<file path="config.mk">
export PLATFORM = sky130hd
export DESIGN_NAME = prbs_window_mon
export DESIGN_NICKNAME = d
export VERILOG_FILES = /design/src/rtl/prbs_window_mon.sv
export SDC_FILE = /design/constraint.sdc
export NUM_CORES = 1
export LEC_CHECK = 0
export CAP_MARGIN = 0
export CORE_AREA = 5 5 42 44
export CTS_BUF_LIST = sky130_fd_sc_hd__clkbuf_2
export CTS_CLUSTER_DIAMETER = 80
export DETAILED_ROUTE_END_ITERATION = 8
export DIE_AREA = 0 0 47 49
export PLACE_DENSITY = 0.57
export RECOVER_POWER = 25
export SETUP_SLACK_MARGIN = 0.4
export SLEW_MARGIN = 5
export SYNTH_ARGS = -nofsm -noshare
export SYNTH_HDL_FRONTEND = slang
export SYNTH_SLANG_ARGS = --single-unit
</file>
<file path="constraint.sdc">
create_clock -name clk -period 2.4 [get_ports clk]
set_clock_uncertainty 0.15 [all_clocks]
set_input_delay 0.24 -clock clk [delete_from_list [all_inputs] [get_ports clk]]
set_output_delay 0.24 -clock clk [all_outputs]
set_load 0.05 [all_outputs]
</file>
<file path="src/rtl/prbs_window_mon.sv">
// Loss-of-lock monitor: counts errors inside fixed windows of valid bits and
// flags when the count including the current bit reaches the threshold.
module prbs_window_mon #(
  parameter int unsigned WINDOW     = 32,
  parameter int unsigned ERR_THRESH = 4
) (
  input  logic clk,
  input  logic rst,
  input  logic en,
  input  logic err,
  output logic lose_lock
);

  localparam int unsigned CW = $clog2(WINDOW);
  localparam int unsigned EW = $clog2(ERR_THRESH + 1);

  localparam logic [CW-1:0] WIN_LAST = CW'(WINDOW - 1);
  localparam logic [EW-1:0] THRESH   = EW'(ERR_THRESH);

  logic [CW-1:0] win_cnt;
  logic [EW-1:0] win_err;
  logic [EW-1:0] err_next;

  // win_err stays below THRESH, so adding one bit cannot overflow EW bits
  assign err_next  = win_err + EW'(err);
  assign lose_lock = en && (err_next >= THRESH);

  // Counters return to zero on exit from lock, so they start clean at the next lock
  always_ff @(posedge clk or posedge rst) begin
    if (rst) begin
      win_cnt <= '0;
      win_err <= '0;
    end else if (en) begin
      if (lose_lock || (win_cnt == WIN_LAST)) begin
        win_cnt <= '0;
        win_err <= '0;
      end else begin
        win_cnt <= win_cnt + CW'(1);
        win_err <= err_next;
      end
    end
  end

endmodule

</file>
# Word level (Yosys, flattened, before mapping)
# Index checks and enable logic that the tools add are counted.
# totals
register_bits,8
output_inout_bits,1
input_bits,4
word_cells,10
# classes
n_mux,2
n_addsub,2
reduce_logical,2
n_eq_ne,1
magnitude_cmp,1
# ops
cell,count
adder 5 x 1 -> 5 bit (second input constant),1
== test 5 bit (second input constant),1
2-to-1 mux 5 bit,1
adder 3 x 1 -> 3 bit,1
greater-or-equal comparator 3 bit (second input constant),1
2-to-1 mux 3 bit,1
logical AND 1 bit,1
logical OR 1 bit,1

# Longest topological paths before layout
# Gate-level depths: netlist (run 1).
# depth
ltp_word,5
mapped_depth,5
mapped_depth_nobuf,5

# Least setup slack after synthesis (run 1)
# Ideal clock, no wire load.
# synth_path
path_kind,register to register
startpoint,register win_cnt[0]
endpoint,register win_cnt[3]
path_slack_ps,597
synth_period_minus_slack_ps,1803
path_stages_with_launch,6
t_required_ps,2160
n_path_buf,0
setup_ps,90
arrival_ps,1562
path_cell_list,dfrtp_1 -> ha_1 -> and3_1 -> ha_1 -> or4_1 -> o221ai_1
# synth_via
elab_chain_cells,3
elab_cells_between_ends,4
# synth_rtl
element,line_no,rtl
from (decl),20,logic [CW-1:0] win_cnt;
from (signal assigned),38,win_cnt <= win_cnt + CW'(1);
"parallel branches: the longest is 2 deep, another holds adder 5 x 1 -> 5 bit",-,
2-to-1 mux 5 bit *,34,if (lose_lock || (win_cnt == WIN_LAST)) begin
# Mark *: on every way between the ends.
# A chain may end at the register's enable or synchronous reset.

# Worst setup path in the final report (run 1)
# layout_path
startpoint,input port err
endpoint,output port lose_lock
# layout_via
elab_chain_cells,3
# layout_rtl
element,line_no,rtl
from (decl),10,"input logic err,"
adder 3 x 1 -> 3 bit,25,assign err_next = win_err + EW'(err);
greater-or-equal comparator 3 bit,26,assign lose_lock = en && (err_next >= THRESH);
logical AND 1 bit,26,
to (decl),11,output logic lose_lock
# Every way passes these cells.

==> results of run 1 <==
synthesized netlist by cell type (all sizes together):
cell type  instances  area [µm²]
dfrtp              8         200
inv                6        22.5
nand2              5        18.8
ha                 4        50.1
o22ai              4        25.0
nor3               2        10.0
a21o               1        7.51
and2               1        7.51
and3               1        6.26
buf                1        5.00
mux2               1        11.3
nand2b             1        6.26
nand3              1        5.00
nand3b             1        7.51
nor2b              1        6.26
o221ai             1        8.76
o31ai              1        7.51
or2                1        6.26
or4                1        7.51
xor2               1        8.76
final cells by class:
cell class / count / area, µm²
multi-input cells: 28 / 210
inverters: 6 / 22.5
flip-flops and latches: 8 / 200
repair buffers: 6 / 65.1
well taps: 16 / 20.0
clock buffers: 3 / 15.0
fillers: 154 / 868
power by group through the flow:
stage | logic, mW | registers (mW) | clock network, mW
2_1_floorplan | 0.132 | 0.217 | 0
3_3_place_gp | 0.166 | 0.226 | 0
3_5_place_dp | 0.170 | 0.228 | 0
4_1_cts | 0.176 | 0.225 | 0.0847
5_1_grt | 0.202 | 0.236 | 0.0904
6_report | 0.177 | 0.225 | 0.0787
routing by layer:
metal | vias to the layer above | part of all wire | GRT usage | wire length [µm]
met5 | - | 0 | 0 | 0
met4 | 0 | 0.033 | 0.0691 | 27
met3 | 5 | 0.045 | 0.0332 | 37
met2 | 8 | 0.52 | 0.133 | 428
met1 | 154 | 0.39 | 0.0948 | 322
li1 | 166 | - | - | -
sequential cells by signal, indices dropped and copies added (netlist names):
name	cells
win_cnt	5
win_err	3
what timing repair did:
| item | CTS | global route |
|---|---|---|
| resized for setup | 1 | 1 |
| endpoints found under the setup margin | 1 | 1 |
| setup buffers | 1 | 0 |
| pin swaps | 1 | 0 |
critical path: stages:
cell	delay [ns]
clkdlybuf4s50_1	0.41
ha_1	0.21
ha_2	0.19
xor2_2	0.15
and2_2	0.21
buf_12	0.15
worst paths after layout:
kind | from | cells past startpoint | slack [ns] | endpoint
max in group asynchronous | rst | 2 | 1.63 | win_cnt[4]$_DFFE_PP0P_
min reg2reg | win_cnt[2]$_DFFE_PP0P_ | 1 | 0.39 | win_cnt[2]$_DFFE_PP0P_
min | rst | 2 | 0.23 | win_cnt[3]$_DFFE_PP0P_
min in group clk | win_cnt[2]$_DFFE_PP0P_ | 1 | 0.39 | win_cnt[2]$_DFFE_PP0P_
max reg2reg | win_cnt[0]$_DFFE_PP0P_ | 5 | 0.51 | win_cnt[3]$_DFFE_PP0P_
max | err | 6 | 0.46 | lose_lock
kinds of logic (layout without fill, tap and decap cells):
family                     count (synthesis)  count (layout)  share of synthesized area
and+or+nand+nor                           15              15                      0.190
DFF                                        8               8                      0.468
AOI/OAI and AO/OA                          7               7                      0.114
buffers and inverters                      7              15                     0.0643
adders and majority gates                  4               4                      0.117
xor gates and xnor gates                   1               1                     0.0205
muxes                                      1               1                     0.0263
layout by cell type, fill, tap and decap left out:
master	netlist	final
dfrtp_1	8	8
buf_12	0	1
nor3_1	2	2
or4_1	1	1
nand2_1	5	5
clkbuf_2	0	3
and2_2	1	1
o221ai_1	1	1
buf_4	0	2
nand3b_1	1	1
a21o_1	1	1
ha_1	4	3
xor2_2	0	1
nand2b_1	1	1
mux2_2	1	1
nand3_1	1	1
inv_1	6	6
ha_2	0	1
and3_1	1	1
clkdlybuf4s50_1	0	2
o22ai_1	4	4
nor2b_1	1	1
dlygate4sd3_1	0	1
o31ai_1	1	1
or2_2	1	1
metrics by stage:
stage / area, µm² / util / worst slack (ns)
6_report: 533 / 0.380 / 0.464
5_1_grt: 533 / 0.380 / 0.403
3_3_place_gp: 500 / 0.357 / 0.265
4_1_cts: 531 / 0.379 / 0.446
3_5_place_dp: 500 / 0.357 / 0.258
2_1_floorplan: 428 / - / 0.597
==> metrics.txt, run 1 <==
Tot Pwr 0.481 mW; first-pass GRT wire length 1410 µm; Max Slew Vio Count 0; Mapped Cells 43; largest net degree at the start of global routing 11; crit path kind primary input to output port; Die H 49 µm; crit end category output port; Antenna Nets Post-Route 0; status complete, no violations; Finished Layout Cells 67; DP HPWL approximately 580 µm; via count 333; syn avg cell area 9.95 µm²; switching power total 0.167 mW; Finish-stage setup viols 0; drt first pass iters 4; Hold Worst Slack approximately 0.23 ns; row count 14; WL per Instance roughly 12 µm; PortBufs 4; I/O pin total 5; CTS clk-pin slew, worst paths 0.08 ns; Switching Share 0.347; Data required, critical path 2.01 ns; synthesis-to-finish area growth 24.6%; GP Congestion 0.658; Post-route DRC 0; final critical-path required period between 1.5 and 2 ns; vias in the first global route 343; CTS Buffer Depth 2; CTS hold repair buffers 0; Die ar. 2300 µm²; HP Class primary input to async pin; share of layout cells above drive strength 1 0.216; Clock Latency Late Sink 0.24 ns; Clk pwr share 0.163; Max Freq 517 MHz; clk sink count 8; Seq/Total Area, Yosys 0.468; combinational power share 0.369; placed insts 63; element type at the critical path start primary input; Critical Path AT approximately 1.6 ns; Iter 0 DRT Violations 8; die width 47 µm; RSZ-0062 raised after global routing false; Rel. slew slack 0.778; Synth Warn # 0; sequential group share of total power 0.468; Mapped Area 428 µm²; power density of the placed cells between 900 and 1000 nW/µm²; H-tree Lvls 1; DR vias/cell 4.97; root buffer selected by CTS clkbuf_2; VDD IR max slightly above 0.0003 V; library cells used by synthesis 20; Internal Power 0.314 mW; area of the core 1400 µm²; CTS tree yes; FF+latch count, synth 8; antenna violations before repair 0; Leakage 0.273 nW; Post-Route WL between 800 and 900 µm; Congestion Overflow GR 0; Initial Util 0.305; fin nets just over 60; peak fanout along the critical path 2; GRT Util Overall 0.0888; max_cap viols 0; Fin. Hold Viols 0; total CTS buffers 3; Mapped Nets just over 50; number of diodes 0; final setup TNS 0 ns; worst-margin pin slew 0.332 ns; fin crit share 0.807
Power figures use the tool's default switching activity.
==> run 2, diff against run 1 <==
PLACE_DENSITY = 0.59   (was 0.57)
clock period = 1.6 ns   (was 2.4 ns; I/O delays follow)
==> metrics.txt, run 2 (synthesis results as in run 1) <==
status finished, violations left; failing checks setup timing; Hold Worst Slack 0.150 ns; fin crit share 1.09; WL per Instance around 12 µm; drt first pass iters 1; placed inst area 581 µm²; Final WS setup -0.147 ns; max_cap viols 0; Post-Place Setup Slack -0.310 ns; Iter 0 DRT Violations 0; Rel. slew slack 0.793; final setup TNS -0.474 ns; Switching Share 0.349; HP Class primary input to async pin; register area 200 µm²; number of diodes 0; GP Congestion 0.664; Initial Util 0.305; VDD IR max around 0.00067 V; clk sink count 8; CTS tree yes; crit path kind flip-flop to output port; placed insts 68; PortBufs 4; root buffer selected by CTS clkbuf_2; Tot Pwr 0.913 mW; Finished Layout Cells 74; total CTS buffers 3; I/O pin total 5; first-pass GRT wire length 1550 µm; Clock Latency Late Sink 0.23 ns; Critical Path AT between 1 and 1.5 ns; Crit-path slowest cell dfrtp_1; area of the core 1400 µm²; Post-Route WL 872 µm; CTS clk-pin slew, worst paths approximately 0.080 ns; top flop regs win_cnt x5, win_err x3; most frequent cells in the layout buf_4 (8), dfrtp_1 (8), inv_1 (6), nand2_1 (5), o22ai_2 (4); Critical Path Max Stage Delay ~0.39 ns; CP Cell Sequence ha_2 -> ha_4 -> xor2_4 -> and2_4 -> buf_12; worst-margin pin slew 0.311 ns; CTS hold repair buffers 0; crit end category output port; switching power total between 0.3 and 0.4 mW; fin nets 68; area of the multi-input gates 298 µm²; row count 14; Clk pwr share 0.133; Die H 49 µm; Post-route DRC 0; max FFs per register 5; antenna violations before repair 0; Max Slew Vio Count 0; # fillers 141; via count 356; Leakage around 0.31 nW; power density of the placed cells around 1300 nW/µm²; Internal Power 0.595 mW; DP HPWL 610 µm; Congestion Overflow GR 0; Antenna Nets Post-Route 0; Largest Register win_cnt; H-tree Lvls 1; design area 677 µm²; final critical-path required period around 1.7 ns; Data required, critical path approximately 1.3 ns; vias in the first global route about 400; element type at the critical path start flip-flop; die width about 47 µm; Die ar. 2300 µm²; DR vias/cell 4.81; post-layout util 0.483; CTS Buffer Depth 2; Fin. Hold Viols 0; sequential group share of total power 0.375; largest net degree at the start of global routing 15; peak fanout along the critical path 3; GRT Util Overall 0.0924; combinational power share 0.492; RSZ-0062 raised after global routing true; Finish-stage setup viols 8; synthesis-to-finish area growth 58.2%; Max Freq around 570 MHz; crit-path leading delay family flip-flops; CP bufs+invs 1; share of layout cells above drive strength 1 0.500
-- run 2: cell types whose count changed in the layout (fill, tap and decap cells not counted), sizes merged --
| cell | change |
|---|---|
| buf | +7 |
-- run 2: path summary, 6_finish.rpt --
kind | slack [ns] | depth (start not counted) | end | from
min reg2reg | 0.40 | 1 | win_cnt[2]$_DFFE_PP0P_ | win_cnt[2]$_DFFE_PP0P_
min in group clk | 0.40 | 1 | win_cnt[2]$_DFFE_PP0P_ | win_cnt[2]$_DFFE_PP0P_
min | 0.15 | 2 | win_err[1]$_DFFE_PP0P_ | rst
max reg2reg | -0.14 | 6 | win_cnt[3]$_DFFE_PP0P_ | win_err[0]$_DFFE_PP0P_
max | -0.15 | 5 | lose_lock | win_err[0]$_DFFE_PP0P_
max in group asynchronous | 0.92 | 2 | win_cnt[0]$_DFFE_PP0P_ | rst
-- run 2: timing repair --
| item | in CTS | in global routing |
|---|---|---|
| setup endpoints to repair | 8 | 8 |
| gates cloned | 0 | 0 |
| resized for setup | 9 | 2 |
| pin swaps | 10 | 3 |
| buffers inserted | 3 | 0 |
-- run 2: final cells by class --
cell class	instances	area share
clock buffer	3	0.0222
inverter	6	0.0333
timing repair buffer	13	0.179
sequential	8	0.296
tap	16	0.0296
multi-input combinational	28	0.440
-- run 2: power by group through the flow --
stage / sequential (mW) / clock [mW] / combinational, mW
floorplan: 0.339 / 0 / 0.226
global placement: 0.341 / 0 / 0.344
detailed placement: 0.345 / 0 / 0.352
CTS: 0.341 / 0.128 / 0.439
global route: 0.353 / 0.139 / 0.508
finish: 0.342 / 0.122 / 0.449
-- run 2: metal layers --
layer | up-vias | track usage | routed length (µm)
met4 | 0 | 0.0276 | 0
met3 | 0 | 0.0332 | 29
met1 | 174 | 0.109 | 361
met2 | 4 | 0.152 | 481
met5 | - | 0 | 0
li1 | 178 | - | -
==> run 3, diff against run 2 <==
CAP_MARGIN = default   (was 0)
CORE_AREA = 2 2 39 41   (was 5 5 42 44)
DIE_AREA = 0 0 41 43   (was 0 0 47 49)
==> metrics.txt, run 3 (synthesis results as in run 1) <==
Largest Register win_cnt; row count 14; DR vias/cell 4.78; Critical Path Max Stage Delay 0.41 ns; Crit-path slowest cell or4_4; Die H ~43 µm; fin crit share 1.08; number of diodes 0; share of layout cells above drive strength 1 0.482; die width 41 µm; largest net degree at the start of global routing 15; Met2 Routed Length just under 400 µm; max FFs per register 5; Final WS setup -0.136 ns; Fin. Hold Viols 0; peak fanout along the critical path 3; WL per Instance 11.5 µm; Congestion Overflow GR 0; reg2reg path depth 6; commonest non-fill, non-tap cell in the layout dfrtp_1; crit-path leading delay family simple AND/OR/NAND/NOR gates; GP Congestion 0.697; via count 344; Post-Place Setup Slack -0.314 ns; drt first pass iters 4; Initial Util 0.309; Rel. slew slack 0.794; GRT Util Overall 0.121; antenna violations before repair 0; Critical Path AT 1.74 ns; status finished, violations left; Post-route DRC 0; failing checks setup timing; area of the core ~1400 µm²; Die ar. 1760 µm²; Max Slew Vio Count 0; I/O pin total 5; final setup TNS -0.453 ns; area of the multi-input gates 307 µm²; worst-margin pin slew 0.309 ns; clk sink count 8; crit end category flip-flop; # fillers ~130; DP HPWL about 600 µm; first-pass GRT wire length ~1400 µm; most frequent cells in the layout dfrtp_1 (8), buf_4 (7), inv_1 (6), nand2_1 (5), o22ai_2 (4); Leakage 0.304 nW; register area 200 µm²; CP bufs+invs 1; vias in the first global route 337; CTS clk-pin slew, worst paths 0.08 ns; H-tree Lvls 1; fin nets between 60 and 70; r2r setup slk -0.14 ns; placed inst area 581 µm²; Data required, critical path 1.60 ns; CP Cell Sequence ha_2 -> ha_4 -> xor2_4 -> buf_4 -> or4_4 -> o221ai_2; Max Freq 576 MHz; Critical R2R Launch win_err[0]$_DFFE_PP0P_; synthesis-to-finish area growth 55.8%; VDD IR max roughly 0.00054 V; HP Class primary input to async pin; max_cap viols 0; PortBufs 4; Clock Latency Late Sink 0.23 ns; Post-Route WL 827 µm; CTS tree yes; Reg-to-Reg End win_cnt[3]$_DFFE_PP0P_; power density of the placed cells 1340 nW/µm²; total CTS buffers 3; RSZ-0062 raised after global routing true; top flop regs win_cnt x5, win_err x3; top routing layer in use met4; met1 WL 392 µm; design area 667 µm²; CTS Buffer Depth 2; DR WL met3 22 µm; Finish-stage setup viols 8; Antenna Nets Post-Route 0; Iter 0 DRT Violations 9; element type at the critical path start flip-flop; final critical-path required period approximately 1.7 ns; crit path kind flip-flop to flip-flop; root buffer selected by CTS clkbuf_2
[run 3: cell count changes in the layout (fill, tap and decap cells not counted)]
cell     delta
buf_4       -1
buf_6       -1
o31ai_2     -1
o31ai_4     +1
[run 3: final cells by class]
type	count	share of cell area
Multi-Input combinational cell	28	0.460
Sequential cell	8	0.300
Timing Repair Buffer	11	0.154
Inverter	6	0.0338
Tap cell	16	0.0300
Clock buffer	3	0.0225
[run 3: worst max path at each step]
stage	startpoint	to	slack (ns)	depth (start not counted)
finish	win_err[0]$_DFFE_PP0P_	win_cnt[3]$_DFFE_PP0P_	-0.14	6
global route	win_err[0]$_DFFE_PP0P_	win_cnt[3]$_DFFE_PP0P_	-0.19	6
CTS	win_err[0]$_DFFE_PP0P_	lose_lock	-0.14	5
detailed placement	err	win_cnt[3]$_DFFE_PP0P_	-0.31	6
global placement	err	win_cnt[3]$_DFFE_PP0P_	-0.28	6
floorplan	win_err[0]$_DFFE_PP0P_	win_cnt[3]$_DFFE_PP0P_	-0.05	5
[run 3: report_power, final]
part | switching (mW) | internal, mW
clock network | 0.0687 | 0.0512
registers | 0.0628 | 0.279
logic | 0.182 | 0.250
[run 3: per-stage QoR]
step	util	power [mW]	instances	hold WS [ns]
6_report	0.482	0.894	72	0.154
5_1_grt	0.482	0.983	72	0.187
4_1_cts	0.459	0.865	72	0.0266
3_5_place_dp	0.420	0.696	68	0.287
3_3_place_gp	0.420	0.679	68	0.292
2_1_floorplan	-	0.564	43	-0.174
[run 3: per-layer routing]
| layer | vias up | global-route usage |
|---|---|---|
| met2 | 5 | 0.159 |
| met4 | 0 | 0.100 |
| li1 | 175 | - |
| met1 | 162 | 0.168 |
| met5 | - | 0 |
| met3 | 2 | 0.0157 |
[run 3: worst register-to-register path, delay by kind of cell (launching register included)]
kind / cells / cell delay [ns]
simple gates: 1 / 0.41
flops: 1 / 0.39
fa+ha+maj: 2 / 0.36
xor+xnor: 1 / 0.14
buf+inv: 1 / 0.14
compound gates: 1 / 0.07
[run 3: timing repair]
item	in CTS	in global routing
setup buffers	1	0
setup endpoints to repair	8	8
resized for setup	6	5
pin swaps	9	2
hold buffers	0	0
